--- src/rtl/wb_pipe_if.sv ---
// Result-pipeline bundle: EX result in, regfile writeback out, forwarding ports to ID.
// Latency: none; signal bundle only.
// Backpressure: stall_i travels with the bundle; the master holds in_* while stall_i is high.
interface wb_pipe_if #(
   parameter int DATA_W = 32,
   parameter int ADDR_W = 5,
   parameter int NRD    = 2
);
   logic                  stall_i;
   logic                  flush_i;
   logic                  in_wreg_i;
   logic [ADDR_W-1:0]     in_wd_i;
   logic [DATA_W-1:0]     in_wdata_i;
   logic [NRD*ADDR_W-1:0] rd_addr_i;
   logic [NRD*DATA_W-1:0] rd_data_i;
   logic [NRD*DATA_W-1:0] fwd_data_o;
   logic [NRD-1:0]        fwd_hit_o;
   logic                  wb_we_o;
   logic [ADDR_W-1:0]     wb_waddr_o;
   logic [DATA_W-1:0]     wb_wdata_o;
   logic [31:0]           retire_cnt_o;
   logic [31:0]           stall_cnt_o;

   // Pipeline control / EX / ID side drives inputs and observes results
   modport master (
      output stall_i, flush_i, in_wreg_i, in_wd_i, in_wdata_i, rd_addr_i, rd_data_i,
      input  fwd_data_o, fwd_hit_o, wb_we_o, wb_waddr_o, wb_wdata_o, retire_cnt_o, stall_cnt_o
   );

   // The result pipeline itself
   modport slave (
      input  stall_i, flush_i, in_wreg_i, in_wd_i, in_wdata_i, rd_addr_i, rd_data_i,
      output fwd_data_o, fwd_hit_o, wb_we_o, wb_waddr_o, wb_wdata_o, retire_cnt_o, stall_cnt_o
   );
endinterface

--- src/rtl/wb_pipe.sv ---
// Parametrised EX->WB result pipeline with stall, partial flush and NRD-port operand forwarding.
// Latency: DEPTH cycles from in_* presentation to regfile write; forwarding is combinational.
// Backpressure: stall_i freezes every stage and blocks writeback; optional counters under WB_PIPE_STATS_EN.
module wb_pipe #(
   parameter int DATA_W      = 32,
   parameter int ADDR_W      = 5,
   parameter int DEPTH       = 2,
   parameter int NRD         = 2,
   parameter int FLUSH_DEPTH = 1
) (
   input logic       clk,
   input logic       rst,
   wb_pipe_if.slave  bus
);

   typedef struct packed {
      logic              vld;
      logic [ADDR_W-1:0] wd;
      logic [DATA_W-1:0] dat;
   } stage_t;

   stage_t st   [DEPTH];
   stage_t prev [DEPTH];
   stage_t nxt  [DEPTH];

   logic [NRD*DATA_W-1:0] fwd_data;
   logic [NRD-1:0]        fwd_hit;
   logic [ADDR_W-1:0]     fa;
   logic                  in_live;

   // A flush kills the incoming result along with the young stages
   assign in_live = bus.in_wreg_i & ~bus.flush_i;

   // Candidate source for each stage: incoming result for stage 0, older neighbour otherwise
   always_comb begin
      prev[0].vld = in_live;
      prev[0].wd  = bus.in_wd_i;
      prev[0].dat = bus.in_wdata_i;
      for (int i = 1; i < DEPTH; i++) begin
         prev[i] = st[i-1];
      end
   end

   // Next-state selection: advance, hold on stall, bubble the flushed region and its successor
   always_comb begin
      for (int i = 0; i < DEPTH; i++) begin
         nxt[i] = st[i];
      end
      if (bus.flush_i) begin
         for (int i = 0; i < DEPTH; i++) begin
            if (i < FLUSH_DEPTH) begin
               nxt[i] = '0;
            end else if (!bus.stall_i) begin
               nxt[i] = (i == FLUSH_DEPTH) ? '0 : prev[i];
            end
         end
      end else if (!bus.stall_i) begin
         for (int i = 0; i < DEPTH; i++) begin
            nxt[i] = prev[i];
         end
      end
   end

   // Stage registers; reset wins over stall and flush
   always_ff @(posedge clk) begin
      if (!rst) begin
         for (int i = 0; i < DEPTH; i++) begin
            st[i] <= '0;
         end
      end else begin
         for (int i = 0; i < DEPTH; i++) begin
            st[i] <= nxt[i];
         end
      end
   end

   // Writeback from the oldest stage; only on the cycle it actually leaves, never to x0
   assign bus.wb_we_o    = st[DEPTH-1].vld & (st[DEPTH-1].wd != '0) & ~bus.stall_i;
   assign bus.wb_waddr_o = st[DEPTH-1].wd;
   assign bus.wb_wdata_o = st[DEPTH-1].dat;

   // Forwarding: scan oldest to youngest so the youngest match overwrites; x0 always reads zero
   always_comb begin
      fwd_data = '0;
      fwd_hit  = '0;
      fa       = '0;
      for (int k = 0; k < NRD; k++) begin
         fa = bus.rd_addr_i[k*ADDR_W +: ADDR_W];
         if (fa != '0) begin
            fwd_data[k*DATA_W +: DATA_W] = bus.rd_data_i[k*DATA_W +: DATA_W];
            for (int i = DEPTH-1; i >= 0; i--) begin
               if (st[i].vld && (st[i].wd == fa)) begin
                  fwd_data[k*DATA_W +: DATA_W] = st[i].dat;
                  fwd_hit[k] = 1'b1;
               end
            end
            if (in_live && (bus.in_wd_i == fa)) begin
               fwd_data[k*DATA_W +: DATA_W] = bus.in_wdata_i;
               fwd_hit[k] = 1'b1;
            end
         end
      end
   end

   assign bus.fwd_data_o = fwd_data;
   assign bus.fwd_hit_o  = fwd_hit;

`ifdef WB_PIPE_STATS_EN
   logic [31:0] retire_cnt;
   logic [31:0] stall_cnt;

   // Free-running wrap-around event counters
   always_ff @(posedge clk) begin
      if (!rst) begin
         retire_cnt <= '0;
         stall_cnt  <= '0;
      end else begin
         if (bus.wb_we_o) retire_cnt <= retire_cnt + 32'd1;
         if (bus.stall_i) stall_cnt  <= stall_cnt + 32'd1;
      end
   end

   assign bus.retire_cnt_o = retire_cnt;
   assign bus.stall_cnt_o  = stall_cnt;
`else
   assign bus.retire_cnt_o = '0;
   assign bus.stall_cnt_o  = '0;
`endif

endmodule

--- src/flat_wrapper.sv ---
// flat-port wrapper written by rule: the top's interface ports become plain ports
module wb_pipe_flat 
#(
   parameter int DATA_W      = 32,
   parameter int ADDR_W      = 5,
   parameter int DEPTH       = 2,
   parameter int NRD         = 2,
   parameter int FLUSH_DEPTH = 1
)
  (clk, rst, bus_stall_i, bus_flush_i, bus_in_wreg_i, bus_in_wd_i, bus_in_wdata_i, bus_rd_addr_i, bus_rd_data_i, bus_fwd_data_o, bus_fwd_hit_o, bus_wb_we_o, bus_wb_waddr_o, bus_wb_wdata_o, bus_retire_cnt_o, bus_stall_cnt_o);
  wb_pipe_if #(.DATA_W(DATA_W), .ADDR_W(ADDR_W), .NRD(NRD)) bus_i ();
  input logic clk;
  input logic rst;
  input wire logic [$bits(bus_i.stall_i)-1:0] bus_stall_i;
  input wire logic [$bits(bus_i.flush_i)-1:0] bus_flush_i;
  input wire logic [$bits(bus_i.in_wreg_i)-1:0] bus_in_wreg_i;
  input wire logic [$bits(bus_i.in_wd_i)-1:0] bus_in_wd_i;
  input wire logic [$bits(bus_i.in_wdata_i)-1:0] bus_in_wdata_i;
  input wire logic [$bits(bus_i.rd_addr_i)-1:0] bus_rd_addr_i;
  input wire logic [$bits(bus_i.rd_data_i)-1:0] bus_rd_data_i;
  output wire logic [$bits(bus_i.fwd_data_o)-1:0] bus_fwd_data_o;
  output wire logic [$bits(bus_i.fwd_hit_o)-1:0] bus_fwd_hit_o;
  output wire logic [$bits(bus_i.wb_we_o)-1:0] bus_wb_we_o;
  output wire logic [$bits(bus_i.wb_waddr_o)-1:0] bus_wb_waddr_o;
  output wire logic [$bits(bus_i.wb_wdata_o)-1:0] bus_wb_wdata_o;
  output wire logic [$bits(bus_i.retire_cnt_o)-1:0] bus_retire_cnt_o;
  output wire logic [$bits(bus_i.stall_cnt_o)-1:0] bus_stall_cnt_o;
  assign bus_i.stall_i = bus_stall_i;
  assign bus_i.flush_i = bus_flush_i;
  assign bus_i.in_wreg_i = bus_in_wreg_i;
  assign bus_i.in_wd_i = bus_in_wd_i;
  assign bus_i.in_wdata_i = bus_in_wdata_i;
  assign bus_i.rd_addr_i = bus_rd_addr_i;
  assign bus_i.rd_data_i = bus_rd_data_i;
  assign bus_fwd_data_o = bus_i.fwd_data_o;
  assign bus_fwd_hit_o = bus_i.fwd_hit_o;
  assign bus_wb_we_o = bus_i.wb_we_o;
  assign bus_wb_waddr_o = bus_i.wb_waddr_o;
  assign bus_wb_wdata_o = bus_i.wb_wdata_o;
  assign bus_retire_cnt_o = bus_i.retire_cnt_o;
  assign bus_stall_cnt_o = bus_i.stall_cnt_o;
  wb_pipe #(.DATA_W(DATA_W), .ADDR_W(ADDR_W), .DEPTH(DEPTH), .NRD(NRD), .FLUSH_DEPTH(FLUSH_DEPTH)) u_core (.clk(clk), .rst(rst), .bus(bus_i));
endmodule
--- config.mk ---
export PLATFORM = sky130hd
export DESIGN_NAME = wb_pipe_flat
export DESIGN_NICKNAME = d
export VERILOG_FILES = /design/src/rtl/wb_pipe_if.sv /design/src/rtl/wb_pipe.sv /design/src/flat_wrapper.sv
export SDC_FILE = /design/constraint.sdc
export NUM_CORES = 1
export LEC_CHECK = 0
export ABC_AREA = 1
export CAP_MARGIN = 40
export CELL_PAD_IN_SITES_DETAIL_PLACEMENT = 0
export CELL_PAD_IN_SITES_GLOBAL_PLACEMENT = 1
export CORE_MARGIN = 1
export CORE_UTILIZATION = 31
export CTS_BUF_LIST = sky130_fd_sc_hd__clkbuf_4 sky130_fd_sc_hd__clkbuf_8
export DETAILED_ROUTE_END_ITERATION = 7
export PLACE_DENSITY = 0.89
export SLEW_MARGIN = 20
export SYNTH_ARGS = -nofsm -noshare
export SYNTH_HDL_FRONTEND = slang
export SYNTH_SLANG_ARGS = --single-unit
--- constraint.sdc ---
create_clock -name clk -period 3.3 [get_ports clk]
set_clock_uncertainty 0.1 [all_clocks]
set_input_delay 0.825 -clock clk [delete_from_list [all_inputs] [get_ports clk]]
set_output_delay 0.825 -clock clk [all_outputs]
set_load 0.1 [all_outputs]
Word-level counts from Yosys, hierarchy flattened
Memory sizes are Yosys's and may differ from the RTL's.
Cells that the tools add are included.
Word-level totals
  bits in registers: 0
  RAM bits: 76
  output and inout bits: 168
  logic and storage cells: 46
  memories kept: 1
Operators by class
  equal/unequal tests: 6
  mux-type cells: 23
  bitwise operators: 7
  reduce and logical (&&, ||, !) cells: 9
Memory list
  u_core.st: words 2, bits a word 38, read ports 2, clocked after Yosys merged registers in 0, write ports 2, RTL line wb_pipe.sv:22  | stage_t st [DEPTH];
Operators with widths (number)
  $mux 32: 8
  $mux 76: 2
  $mux 38: 3
  $eq 5x5->1: 6
  $reduce_bool 5->1: 3
  $mux 1: 10
  $logic_and 1x1->1: 6
  $and 1x1->1: 3
  $not 1->1: 2
  $or 1x1->1: 2

Logic depth before layout (Yosys ltp)
Gate-level depths: netlist of run 1.
An unclocked memory read counts as a cell.
  depth after elaboration: 7
  depth in mapped cells: 11

Worst setup path after synthesis of run 1
Ideal clock, no wire load.
  kind: input to output
  start: input bus_in_wreg_i
  end: output bus_fwd_data_o[10]
  arrival time: 2.969 ns
  data required time: 2.375 ns
  slack: -0.594 ns
  stages on the path: 10
  path buffers: 2
  path through: inv_1 nor2_1 nand2_1 nor2_1 nand3_1 buf_4 buf_6 nand3_1 nor2_1 nor2_1
On the way
  word-level cells in the longest chain between the ends: 4
RTL lines
  start, declared: RTL line flat_wrapper.sv:16  | input wire logic [$bits(bus_i.in_wreg_i)-1:0] bus_in_wreg_i;
  $and 1x1->1: RTL line wb_pipe.sv:32  | assign in_live = bus.in_wreg_i & ~bus.flush_i;
  $logic_and 1x1->1: RTL line wb_pipe.sv:97  | if (in_live && (bus.in_wd_i == fa)) begin
  $mux 32: RTL line wb_pipe.sv:97
  $mux 32: RTL line wb_pipe.sv:89  | if (fa != '0) begin
  end, declared: RTL line flat_wrapper.sv:21  | output wire logic [$bits(bus_i.fwd_data_o)-1:0] bus_fwd_data_o;
No other way between the ends.

Final worst setup path of run 1
  start: input bus_rd_addr_i[7]
  end: output bus_fwd_data_o[49]
On the way
  word-level cells in the longest chain between the ends: 6
  elaborated cells on any way between the ends: 11
  those cells by class: 3 x eq/ne; 4 x mux; 4 x reduce/logical
RTL lines
  start, declared: RTL line flat_wrapper.sv:19  | input wire logic [$bits(bus_i.rd_addr_i)-1:0] bus_rd_addr_i;
  $eq 5x5->1: RTL line wb_pipe.sv:92  | if (st[i].vld && (st[i].wd == fa)) begin
  $logic_and 1x1->1: RTL line wb_pipe.sv:92
  $mux 32 (2 in a row): RTL line wb_pipe.sv:92
  $mux 32: RTL line wb_pipe.sv:97
  $mux 32 (*): RTL line wb_pipe.sv:89
Mark *: on every way between the ends. The rest lies on a longest branch, timed or not.

==> metrics.txt, run 1 <==
number of CTS-inserted buffers 9; Residual DRC 0; clock latency at the later pin of the worst-skew pair 0.36 ns; post-route clock period utilization 1.00; setup repair after global routing missed its margin yes; Slowest Stage Delay on Critical Path 0.17 ns; top cell type's share of synthesized area 0.226; share of power burned in registers 0.271; Seq/Total Area, Yosys 0.226; Clock Pin Slew Worst Setup and Hold Paths about 0.080 ns; YS warnings 0; fraction of registers with async set/reset 0; count of antenna-violating nets left after detailed routing 0; post-detail-place hpwl 18.1 mm; die height 149 um; slowest stage cell on the critical path nand3_4; largest register by flop count u_core.st; most instantiated flip-flop cell in the synthesis netlist dfxtp_1; post-synthesis cell area 6740 um2; Chip Width 149 um; area inside the core boundary 21200 um2; actual slew at the worst max-slew pin between 0.8 and 0.9 ns; Fmax 303 MHz; RD Place Congestion between 0.8 and 0.9; clock tree sinks 76; number of detailed-routing iterations run before antenna repair 5; post-synth top area cell dfxtp_1; cells traversed along the worst timing path buf_4 -> buf_6 -> nand2_1 -> nand2_1 -> nor2_4 -> nand3_4 -> buf_6 -> clkbuf_16 -> nand2_2 -> nand3_2 -> nor2_4 -> nor2_4 -> buf_12; power density normalized to cell area 307 nW/um2; net switching fraction of the power 0.489; CP endpoint kind output pin; hold violation total from the final report 0; clock tree from TritonCTS done; data arrival at the endpoint of the critical path 2.38 ns; number of buffers on the longest clock path 2; largest registers u_core.st: 76 flops; flip-flop count of the largest register, all copies and words added 76; Final setup viols 1; Synth area leaders dfxtp_1, nor2_1, buf_4, nand2_1, nand3_1; most repeated cell in the gate-level netlist after synthesis nor2_1; Pleak 0.00544 uW; gate count of the mapped netlist 1205; starting density of the core 0.319; I/O pin cnt 284; switching component of the power 1790 uW; fin. max-slew vios 0; global-route wire length before repair 41.8 mm; Layout Cells excl Fill ~1700; All-Layer GR Usage 0.242; mean number of vias per cell 4.94; share of post-route cells with drive strength above 1 0.367; Period minus WS final 3.30 ns; path class of the lowest-slack min-delay path flop to flop; Area Growth Syn to Fin 76.4%; status complete, but fails checks; mean cell area of the mapped netlist 5.59 um2; Final Worst Setup Slack -0.00188 ns; Avg WL per Cell 17.0 um; die area 22300 um2; violated checks negative setup slack; logic gate share of total power 0.537; residual overflow from global routing 0; depth of the CTS H-tree 3; relative max-transition margin 0.434; most numerous cell types in the synthesized netlist nor2_1, nand2_1, nand3_1; maximum fanout along the worst path 5; number of DRC markers in iteration 0 550; post-layout net count 1535; register bit count reported by yosys 76; initial antenna violation count 1; final WL 28.9 mm; post-layout utilization of the core 0.562; EDFF count, synth 0; CP required 2.37 ns; distinct cell type count after synthesis 21; number of max-capacitance violations reported 0; library cell used as clock root buffer clkbuf_8; maximum number of pins on one net before global-route repair 89; number of I/O port buffers between 200 and 250; startpoint type of the worst setup path input pin; row count 53; overall power of the completed layout approximately 3700 uW; cell internal pwr 1870 uW; Crit Path Category input pin to output pin; clock share of power 0.191; final sum of negative setup slack -0.00188 ns; pre-CTS setup slack -0.479 ns; Vias 8382; placed cells 1643; cell occurring most often along the worst timing path nor2_4; via count of the first global-routing pass 7601; Worst VDD drop around 0.00016 V
[routing by layer]
layer / vias up / share of wire / GRT usage
li1: 4064 / - / -
met1: 3899 / 0.41 / 0.312
met2: 365 / 0.49 / 0.413
met3: 54 / 0.075 / 0.0369
met4: 0 / 0.026 / 0.0755
met5: - / 0 / 0
[worst paths after layout]
check | startpoint | endpoint | depth (start not counted) | slack, ns
hold / removal | u_core.st[0][23] | u_core.st[0][23] | 2 | 0.40
setup reg to reg | u_core.st[0][71] | u_core.st[0][71] | 2 | 2.31
hold reg to reg | u_core.st[0][23] | u_core.st[0][23] | 2 | 0.40
setup / recovery | bus_rd_addr_i[7] | bus_fwd_data_o[49] | 13 | -0.002
[final cells by class]
class | count | area, um2
antenna | 1 | 2.50
clock buffer | 12 | 165
clock inverter | 2 | 10.0
fill | 1975 | 9270
inverter | 100 | 375
multi-input combinational | 913 | 5350
sequential | 76 | 1520
tap | 275 | 344
timing repair buffer | 319 | 4120
[power groups by stage]
stage / combinational, uW / sequential, uW / clock [uW]
finish: 1960 / 991 / 699
floorplan: 1360 / 1000 / 0
detailed placement: 1850 / 1010 / 0
CTS: 1890 / 990 / 716
global route: 2040 / 997 / 756
global placement: 1840 / 1010 / 0
[logic make-up after synthesis]
logic type / after synthesis / synth area share
simple gates: 689 / 0.413
buf+inv: 280 / 0.226
compound gates: 156 / 0.131
flops: 76 / 0.226
xor+xnor: 3 / 0.00390
other cells: 1 / 0.000556
[critical path: cells and delay by family]
| kind | cells | cell delay, ns |
|---|---|---|
| AND/OR/NAND/NOR | 8 | 0.81 |
| buffers and inverters | 5 | 0.71 |
[stage by stage]
step           instance area [um2]  hold slack [ns]
3_3_place_gp                 10100            0.380
6_report                     11900            0.405
3_5_place_dp                 10100            0.390
4_1_cts                      11000            0.403
2_1_floorplan                 7460            0.368
5_1_grt                      11900            0.418
[what timing repair did]
action,CTS,global route
hold buffers,0,0
gates resized for setup,170,201
setup endpoints to repair,66,64
pin swaps,37,90
gates cloned,12,7
setup buffers,15,12
[placed cells by master, fill, tap and decap left out]
cell               n
diode_2            1
buf_8              3
bufbuf_16          2
nor2_2            59
nand3_2           34
nand2_2           60
nor4_4             2
nor2_1           195
nand2_4            7
o21ai_1            2
o21ai_4            1
xor2_1             3
nor2_4            97
a21oi_2            1
buf_4             82
dfxtp_1           76
buf_12            88
a21oi_4            1
conb_1            64
nand3_1           94
clkbuf_16          6
buf_16             6
o311ai_0           1
o21ai_2            1
a211oi_1          39
o21ai_0           37
nand2_1          132
clkdlybuf4s50_1   97
inv_2             13
clkbuf_4           1
inv_1             87
clkbuf_8          12
nand3_4           10
buf_2              7
a21oi_1           73
clkinv_2           2
buf_6             27
(Power assumes the default switching activity.)
==> run 2: changes to the inputs <==
--- a/config.mk
+++ b/config.mk
@@ -6,7 +6,7 @@
 export NUM_CORES = 1
 export LEC_CHECK = 0
 export ABC_AREA = 1
-export CAP_MARGIN = 40
+export CAP_MARGIN = 20
 export CELL_PAD_IN_SITES_DETAIL_PLACEMENT = 0
 export CELL_PAD_IN_SITES_GLOBAL_PLACEMENT = 1
 export CORE_MARGIN = 1
==> results of run 2 <==
The final DEF is identical to that of run 1; final timing and power are the same.
==> run 3: changes to the inputs <==
--- a/config.mk
+++ b/config.mk
@@ -6,7 +6,6 @@
 export NUM_CORES = 1
 export LEC_CHECK = 0
 export ABC_AREA = 1
-export CAP_MARGIN = 20
 export CELL_PAD_IN_SITES_DETAIL_PLACEMENT = 0
 export CELL_PAD_IN_SITES_GLOBAL_PLACEMENT = 1
 export CORE_MARGIN = 1
@@ -14,7 +13,6 @@
 export CTS_BUF_LIST = sky130_fd_sc_hd__clkbuf_4 sky130_fd_sc_hd__clkbuf_8
 export DETAILED_ROUTE_END_ITERATION = 7
 export PLACE_DENSITY = 0.89
-export SLEW_MARGIN = 20
 export SYNTH_ARGS = -nofsm -noshare
 export SYNTH_HDL_FRONTEND = slang
 export SYNTH_SLANG_ARGS = --single-unit
==> results of run 3 <==
The final DEF is identical to that of run 1; final timing and power are the same.
